[src/rtl/rps_pkg.sv]
// Shared codes for the stone-paper-scissors match scorer.
// Round-result codes, winner codes and scorer FSM states.
package rps_pkg;

    typedef enum logic [1:0] {
        RES_TIE     = 2'b00,
        RES_P1      = 2'b01,
        RES_P2      = 2'b10,
        RES_INVALID = 2'b11
    } res_t;

    localparam logic [1:0] WIN_NONE = 2'b00;
    localparam logic [1:0] WIN_P1   = 2'b01;
    localparam logic [1:0] WIN_P2   = 2'b10;

    typedef enum logic {
        S_PLAY = 1'b0,
        S_DONE = 1'b1
    } state_t;

endpackage

[src/rtl/rps_sat_counter.sv]
// Saturating up-counter with synchronous clear.
// clr and inc together restart the count at one.
module rps_sat_counter #(
    parameter int CNT_W = 4
) (
    input  logic             clk,
    input  logic             rst_n,
    input  logic             clr,
    input  logic             inc,
    output logic [CNT_W-1:0] cnt
);

    localparam logic [CNT_W-1:0] CMAX = '1;

    // Count register: clear/restart, else increment until full.
    always_ff @(posedge clk or negedge rst_n) begin
        if (!rst_n) begin
            cnt <= '0;
        end else if (clr) begin
            cnt <= inc ? CNT_W'(1) : '0;
        end else if (inc && cnt != CMAX) begin
            cnt <= cnt + CNT_W'(1);
        end
    end

endmodule

[src/rtl/rps_match_scorer.sv]
// Match scorer: keeps scores, round/tie/invalid counts and streak,
// and declares a winner or a decision at the round limit.
module rps_match_scorer
    import rps_pkg::*;
#(
    parameter int CNT_W      = 4,
    parameter int WIN_TARGET = 3,
    parameter int MAX_ROUNDS = 9
) (
    input  logic             clk,
    input  logic             rst_n,
    input  logic             round_valid,
    input  logic [1:0]       round_result,
    input  logic             clear,
    output logic [CNT_W-1:0] p1_score,
    output logic [CNT_W-1:0] p2_score,
    output logic [CNT_W-1:0] round_count,
    output logic [CNT_W-1:0] tie_count,
    output logic [CNT_W-1:0] invalid_count,
    output logic [CNT_W-1:0] streak,
    output logic [1:0]       streak_owner,
    output logic             score_evt,
    output logic             match_done,
    output logic [1:0]       match_winner
);

    localparam logic [CNT_W-1:0] WT = CNT_W'(WIN_TARGET);
    localparam logic [CNT_W-1:0] MR = CNT_W'(MAX_ROUNDS);

    state_t state;
    state_t state_nxt;

    logic acc;
    logic is_p1;
    logic is_p2;
    logic is_tie;
    logic is_inv;
    logic played;
    logic stk_clr;
    logic finish;

    logic [CNT_W-1:0] p1_nxt;
    logic [CNT_W-1:0] p2_nxt;
    logic [CNT_W-1:0] rc_nxt;

    logic       evt_d;
    logic       done_d;
    logic [1:0] win_d;
    logic [1:0] own_d;

    // Rounds are only taken while playing and not being cleared.
    assign acc = round_valid && (state == S_PLAY) && !clear;

    // Decode the accepted round into one-hot events.
    always_comb begin
        is_p1  = 1'b0;
        is_p2  = 1'b0;
        is_tie = 1'b0;
        is_inv = 1'b0;
        unique case (round_result)
            RES_TIE: is_tie = acc;
            RES_P1:  is_p1  = acc;
            RES_P2:  is_p2  = acc;
            default: is_inv = acc;
        endcase
    end

    assign played = is_p1 | is_p2 | is_tie;

    // Streak restarts on a tie or when the other player wins.
    assign stk_clr = clear | is_tie
                   | (is_p1 && streak_owner != WIN_P1)
                   | (is_p2 && streak_owner != WIN_P2);

    rps_sat_counter #(.CNT_W(CNT_W)) u_p1 (
        .clk(clk), .rst_n(rst_n), .clr(clear), .inc(is_p1), .cnt(p1_score)
    );

    rps_sat_counter #(.CNT_W(CNT_W)) u_p2 (
        .clk(clk), .rst_n(rst_n), .clr(clear), .inc(is_p2), .cnt(p2_score)
    );

    rps_sat_counter #(.CNT_W(CNT_W)) u_rc (
        .clk(clk), .rst_n(rst_n), .clr(clear), .inc(played), .cnt(round_count)
    );

    rps_sat_counter #(.CNT_W(CNT_W)) u_tie (
        .clk(clk), .rst_n(rst_n), .clr(clear), .inc(is_tie), .cnt(tie_count)
    );

    rps_sat_counter #(.CNT_W(CNT_W)) u_inv (
        .clk(clk), .rst_n(rst_n), .clr(clear), .inc(is_inv), .cnt(invalid_count)
    );

    rps_sat_counter #(.CNT_W(CNT_W)) u_stk (
        .clk(clk), .rst_n(rst_n), .clr(stk_clr), .inc(is_p1 | is_p2), .cnt(streak)
    );

    // Post-update values used for the end-of-match decision.
    assign p1_nxt = p1_score + CNT_W'(is_p1);
    assign p2_nxt = p2_score + CNT_W'(is_p2);
    assign rc_nxt = round_count + CNT_W'(played);

    assign finish = played && (p1_nxt == WT || p2_nxt == WT || rc_nxt == MR);

    // State register.
    always_ff @(posedge clk or negedge rst_n) begin
        if (!rst_n) begin
            state <= S_PLAY;
        end else begin
            state <= state_nxt;
        end
    end

    // Next state: clear restarts, a finishing round ends the match.
    always_comb begin
        state_nxt = state;
        if (clear) begin
            state_nxt = S_PLAY;
        end else if (finish) begin
            state_nxt = S_DONE;
        end
    end

    // Next values of the registered flags, winner and streak owner.
    always_comb begin
        evt_d  = played;
        done_d = match_done;
        win_d  = match_winner;
        own_d  = streak_owner;
        if (clear) begin
            done_d = 1'b0;
            win_d  = WIN_NONE;
            own_d  = WIN_NONE;
        end else begin
            if (is_tie) begin
                own_d = WIN_NONE;
            end else if (is_p1) begin
                own_d = WIN_P1;
            end else if (is_p2) begin
                own_d = WIN_P2;
            end
            if (finish) begin
                done_d = 1'b1;
                if (p1_nxt == WT) begin
                    win_d = WIN_P1;
                end else if (p2_nxt == WT) begin
                    win_d = WIN_P2;
                end else if (p1_nxt > p2_nxt) begin
                    win_d = WIN_P1;
                end else if (p2_nxt > p1_nxt) begin
                    win_d = WIN_P2;
                end else begin
                    win_d = WIN_NONE;
                end
            end
        end
    end

    // Output registers.
    always_ff @(posedge clk or negedge rst_n) begin
        if (!rst_n) begin
            score_evt    <= 1'b0;
            match_done   <= 1'b0;
            match_winner <= WIN_NONE;
            streak_owner <= WIN_NONE;
        end else begin
            score_evt    <= evt_d;
            match_done   <= done_d;
            match_winner <= win_d;
            streak_owner <= own_d;
        end
    end

endmodule

[config.mk]
export PLATFORM = sky130hd
export DESIGN_NAME = rps_match_scorer
export DESIGN_NICKNAME = d
export VERILOG_FILES = /design/src/rtl/rps_pkg.sv /design/src/rtl/rps_sat_counter.sv /design/src/rtl/rps_match_scorer.sv
export SDC_FILE = /design/constraint.sdc
export NUM_CORES = 1
export LEC_CHECK = 0
export CAP_MARGIN = 5
export CELL_PAD_IN_SITES_DETAIL_PLACEMENT = 1
export CELL_PAD_IN_SITES_GLOBAL_PLACEMENT = 1
export CORE_MARGIN = 1.5
export CORE_UTILIZATION = 40
export DETAILED_ROUTE_END_ITERATION = 8
export PLACE_DENSITY = 0.76
export SLEW_MARGIN = 20
export SYNTH_ARGS = -nofsm -noshare
export SYNTH_HDL_FRONTEND = slang
export SYNTH_HIERARCHICAL = 1
export SYNTH_SLANG_ARGS = --single-unit
export TNS_END_PERCENT = 10
[constraint.sdc]
create_clock -name clk -period 6.32 [get_ports clk]
set_input_delay 1.264 -clock clk [delete_from_list [all_inputs] [get_ports clk]]
set_output_delay 1.264 -clock clk [all_outputs]
set_load 0.01 [all_outputs]
==> results of run 1 <==
==> through the flow <==
| stage | setup WS (ps) | utilization | cells |
|---|---|---|---|
| 2_1_floorplan | 2340 | - | 212 |
| 3_3_place_gp | 1520 | 0.514 | 316 |
| 3_5_place_dp | 1370 | 0.514 | 316 |
| 6_report | 1710 | 0.533 | 324 |
| 4_1_cts | 1690 | 0.533 | 324 |
| 5_1_grt | 1440 | 0.533 | 324 |
==> where the power goes <==
group,internal [mW],total (mW),switching (mW)
logic,0.0278,0.0600,0.0322
clock network,0.0878,0.161,0.0733
registers,0.198,0.206,0.00839
==> flip-flops by register name, indices dropped and copies added (netlist names) <==
name          flops
score_evt         1
u_p1/cnt          4
u_inv/cnt         4
u_stk/cnt         4
u_tie/cnt         4
u_p2/cnt          4
match_winner      2
u_rc/cnt          4
streak_owner      2
match_done        1
==> layout make-up <==
class	instances	area, um^2	area share
clock buffers	7	86.3	0.0343
clock inverters	1	5.00	0.00199
inverters	18	67.6	0.0268
multi-input cells	163	1150	0.457
flip-flops and latches	30	751	0.298
well taps	67	83.8	0.0333
repair buffers	38	373	0.148
==> per-layer routing <==
layer,GRT usage,share of wire,up-vias
li1,-,-,881
met1,0.242,0.47,885
met2,0.335,0.50,25
met3,0.0456,0.027,2
met4,0.0503,0.0032,0
met5,0,0,-
==> cells by family (layout without fill, tap and decap cells) <==
family,count (synthesis),after routing
AO/OA/AOI/OAI,51,51
XOR/XNOR,7,7
adder cells (fa/ha/maj),15,15
buffers and inverters,19,64
flip-flops,30,30
AND/OR/NAND/NOR,90,90
==> synth_stat cells, types with 2 or more instances <==
library cell,number
inv_1,18
and4b_2,6
nor2b_1,3
a211oi_1,2
nand4_1,6
and3_1,7
nor2_1,10
nand2_1,16
xor2_1,3
o21ai_0,8
a31o_1,6
a21oi_1,14
and4_1,6
nor3_1,8
ha_1,15
or2_0,6
nand3_1,11
o211ai_1,6
dfrtp_1,30
a211o_1,6
and2_1,2
xnor2_1,4
==> critical path: stages <==
cell and delay, ps:
clkdlybuf4s50_1 490, or3b_2 530, nor3b_1 720, ha_1 310, nand3_1 100, xnor2_1 350, ha_1 350, a21oi_1 150
and3_1 180, a41oi_1 50, nor4_1 190, nor3_1 80
==> worst paths after layout <==
| kind | end | slack (ps) | cells past startpoint | from |
|---|---|---|---|---|
| min in group asynchronous | u_tie/cnt[0] | 1380 | 2 | rst_n |
| max in group asynchronous | u_p2/cnt[2] | 4640 | 2 | rst_n |
| max reg2reg | match_winner[1] | 2770 | 11 | match_done |
| max | match_winner[1] | 1710 | 12 | round_valid |
| min | match_done | 570 | 2 | match_done |
| min reg2reg | match_done | 570 | 2 | match_done |
==> metrics.txt, run 1 <==
worst hold-check path type flop to flop; DIE HEIGHT 73.2 um; CTS tree done; commonest non-fill, non-tap cells in the layout clkdlybuf4s50_1, dfrtp_1, inv_1; Worst-path clk slew 60 ps; Yosys top cell area share 0.380; die footprint ~5400 um^2; Starting DRT DRC Count 64; sequential fraction of the synthesis area 0.380; Synth Area in Compound Gates 0.184; Mapped Area 1970 um^2; final hold violation count 0; Vias/cell ~5.5; IO Port Bufs 35; Yosys warnings 6; Routed WL roughly 4.7 mm; crit path launch type input port; Tightest Pin Transition between 800 and 900 ps; CP endpoint kind flop; Synth-to-Final Area Change 27.6%; grt total ovfl 0; critical path fanouts, max 8; Mean Syn Cell Area slightly above 9 um^2; num rows 25; first-pass GRT wire length roughly 8.1 mm; outcome finished, final reports clean; Slew headroom 0.435; drc violations 0; GRT Util Overall 0.194; initial antenna violation count 0; first-pass iteration count of the detailed router 4; NumNets Final approximately 280; H-tree levels 2; clk buf depth 2; FILL cells between 500 and 600; Post-Synthesis Cells 212; Tcrit/Tclk final 0.730; largest family of logic cells by synthesized area simple AND/OR/NAND/NOR gates; Design Area, Final 2520 um^2; Initial Util 0.418; clock insertion delay at the later pin of the skew report 280 ps; Hold-fix buffers, CTS 0; IO Pins 36; P_leak approximately 1.1 nW; Worst EP arrival around 4800 ps; xor-xnor portion of the synthesized cell area 0.0311; commonest non-fill, non-tap cell in the layout clkdlybuf4s50_1; syn_nets about 230; CTS Buf Count 5; Async S/R FF share, synth 1.00; max_cap viols 0; Die W approximately 73 um; antenna-violating nets left 0; maximum VDD drop slightly above 70 uV; Netlist cell types between 40 and 50; final setup vio count 0; vias after detailed routing between 1,500 and 2,000; largest net degree at the start of global routing 33; Inserted Diodes 0; core region area ~4700 um^2; TNS Setup 0 ps; # clock sinks 30; unrepaired setup endpoints after global routing no; CP required around 6500 ps; Fmax 0.217 GHz; Final HPWL DP 3.41 mm; Post-synth EDFFs 0; main area contributors after synthesis dfrtp_1, ha_1, a21oi_1; root buf cell clkbuf_8; Tot Pwr between 0.4 and 0.5 mW; synthesized flop and latch total 30; vias in the first global route ~1,800; worst slack on hold paths approximately 570 ps; Power Density 170 nW/um^2; share of layout cells above drive strength 1 0.0817; Placed Area ~2400 um^2; max-slew violations 0; leading area contributor after synthesis dfrtp_1; Final min period approximately 4600 ps; worst clock skew around 4.8 ps; Post-synth top flop dfrtp_1; GPL Wtd Cong 0.725; post-synthesis mux area share 0; Adder-Cell Fraction of Synth Area 0.0951; wire per inst between 10 and 15 um; post-cts resize count 0; worst setup path class input port to flop; simple-gate share of the synthesized area 0.273; Post-CTS Setup Bufs 0
Note: power is estimated with default switching activity, not from simulation.
==> run 2, diff against run 1 <==
==> constraint.sdc (replaced) <==
create_clock -name clk -period 4.7 [get_ports clk]
set_input_delay 0.94 -clock clk [delete_from_list [all_inputs] [get_ports clk]]
set_output_delay 0.94 -clock clk [all_outputs]
set_load 0.01 [all_outputs]
==> run 2 against run 1 <==
Against the previous run: first-iteration DRC count decreased by 30%; sequential share of layout area stayed put; utilization unchanged; final area is the same; clock skew up 2.2 ps; cell count increased by 0.31%; via count is 0.61% higher; register-to-register slack worse by 1100 ps.
==> metrics.txt, run 2 (same netlist as run 1, synthesis figures left out) <==
Tcrit/Tclk final 0.810; commonest non-fill, non-tap cell in the layout clkdlybuf4s50_1; H-tree levels 2 (unchanged); GRT Util Overall 0.201 (+0.00638); initial antenna violation count 0 (unchanged); worst clock skew 6.97 ps (+2.16 ps); Bufs and invs on worst path 1 (unchanged); largest net degree at the start of global routing 32 (-3.0%); Crit. path cell count 11 (-1); first-pass iteration count of the detailed router 4 (unchanged); Die W 73.2 um (unchanged); critical path fanouts, max 5 (-3); max_cap viols 0 (unchanged); CTS Buf Count 5 (unchanged); Initial Util 0.418 (unchanged); Power Density 222 nW/um^2 (+31%); reg2reg path depth 10 (-1); Critical Path Most Common Cell ha_1; maximum VDD drop 113 uV (+57%); core region area 4720 um^2 (unchanged); Placed Area 2440 um^2 (+0.62%); IO Port Bufs 35 (unchanged); Tightest Pin Transition 420 ps (-425 ps); worst hold-check path type flop to flop; worst setup path class input port to flop; first-pass GRT wire length 8.32 mm (+2.5%); num rows 25 (unchanged); CP endpoint kind flop; final hold violation count 0 (unchanged); GPL Wtd Cong 0.740 (+2.0%); crit-path max cell delay 570 ps (-150 ps); vias in the first global route 1,797 (+0.22%); Tot Pwr 0.558 mW (+31%); cell breakdown of the critical path clkdlybuf4s50_1, or3b_2, nor3b_1, ha_1, nand3_1, xnor2_1, ha_1, a21oi_1, and3_1, o21ai_0, a311oi_1; drc violations 0 (unchanged); Worst-path clk slew 60 ps (about the same); Final min period around 3800 ps; worst slack on hold paths 572 ps (-3.02 ps); Final HPWL DP 3.58 mm (+5.0%); clk buf depth 2 (unchanged); max-slew violations 0 (unchanged); # clock sinks 30 (unchanged); final core area utilization 0.533 (unchanged); DIE HEIGHT 73.2 um (unchanged); share of layout cells above drive strength 1 0.0814 (-0.000317); wire per inst 15.2 um (+4.4%); IO Pins 36 (unchanged); P_leak 1.08 nW (about the same); final setup vio count 0 (unchanged); Crit path max-delay family simple AND/OR/NAND/NOR gates; Fmax around 0.26 GHz; Vias/cell 5.55 (+0.30%); FILL cells 562 (+3.3%); TNS Setup 0 ps (unchanged); antenna-violating nets left 0 (unchanged); commonest non-fill, non-tap cells in the layout clkdlybuf4s50_1, dfrtp_1, inv_1; Design Area, Final 2520 um^2 (unchanged); outcome finished, final reports clean; post-cts resize count 0 (unchanged); Synth-to-Final Area Change 27.6% (unchanged); Post-CTS Setup Bufs 0 (unchanged); Worst EP arrival 4000 ps (-760 ps); root buf cell clkbuf_8; r2r setup slk 1630 ps (-1140 ps); clock insertion delay at the later pin of the skew report 290 ps (about the same); Inserted Diodes 0 (unchanged); Critical-path top delay cell or3b_2; Hold-fix buffers, CTS 0 (unchanged); Slew headroom 0.719 (+0.283); vias after detailed routing 1,804 (+0.61%); hold path depth 1 (-1); register area 751 um^2 (unchanged); crit path launch type input port; CP required 4890 ps (-1580 ps); die footprint 5360 um^2 (unchanged); CTS tree done; area of the multi-input gates 1150 um^2 (unchanged); NumNets Final 279 (+0.72%); grt total ovfl 0 (unchanged); Routed WL 4.93 mm (+4.7%); unrepaired setup endpoints after global routing no; Starting DRT DRC Count 45 (-30%)
run 2: cell count changes in the layout (fill, tap and decap cells not counted), sizes merged:
| cell | previous run | this run |
|---|---|---|
| buf | 3 | 5 |
| clkinv | 1 | 0 |
run 2: final cells by class:
type	count	area share
Clock buffer	7	0.0303
Tap cell	67	0.0333
Sequential cell	30	0.298
Inverter	18	0.0268
Multi-Input combinational cell	163	0.457
Timing Repair Buffer	40	0.154
run 2: per-stage QoR:
step,instances,worst slack (ps)
6_report,325,891
4_1_cts,325,872
3_5_place_dp,318,545
2_1_floorplan,212,1040
5_1_grt,325,679
3_3_place_gp,318,689
run 2: power breakdown:
part | internal (mW) | switching, mW | total [mW]
sequential | 0.266 | 0.0110 | 0.277
combinational | 0.0378 | 0.0445 | 0.0823
clock | 0.102 | 0.0975 | 0.199
run 2: worst reg2reg max path, delay by kind of cell (launching register included):
family,cells,cell delay (ps)
AO/OA/AOI/OAI,3,490
flip-flops,1,410
adder cells (fa/ha/maj),2,580
XOR/XNOR,1,350
AND/OR/NAND/NOR,4,1150
run 2: final timing paths:
path	to	from
min in group asynchronous	u_tie/cnt[0]	rst_n
max reg2reg	match_winner[0]	match_done
min	u_tie/cnt[1]	u_tie/cnt[1]
max in group asynchronous	u_rc/cnt[0]	rst_n
max	match_winner[0]	clear
min reg2reg	u_tie/cnt[1]	u_tie/cnt[1]
run 2: layer usage:
| layer | part of all wire | wire [um] | GRT usage |
|---|---|---|---|
| met5 | 0 | 0 | 0 |
| met4 | 0.018 | 89 | 0.0797 |
| met3 | 0.042 | 206 | 0.0428 |
| met2 | 0.48 | 2340 | 0.342 |
| met1 | 0.46 | 2290 | 0.245 |
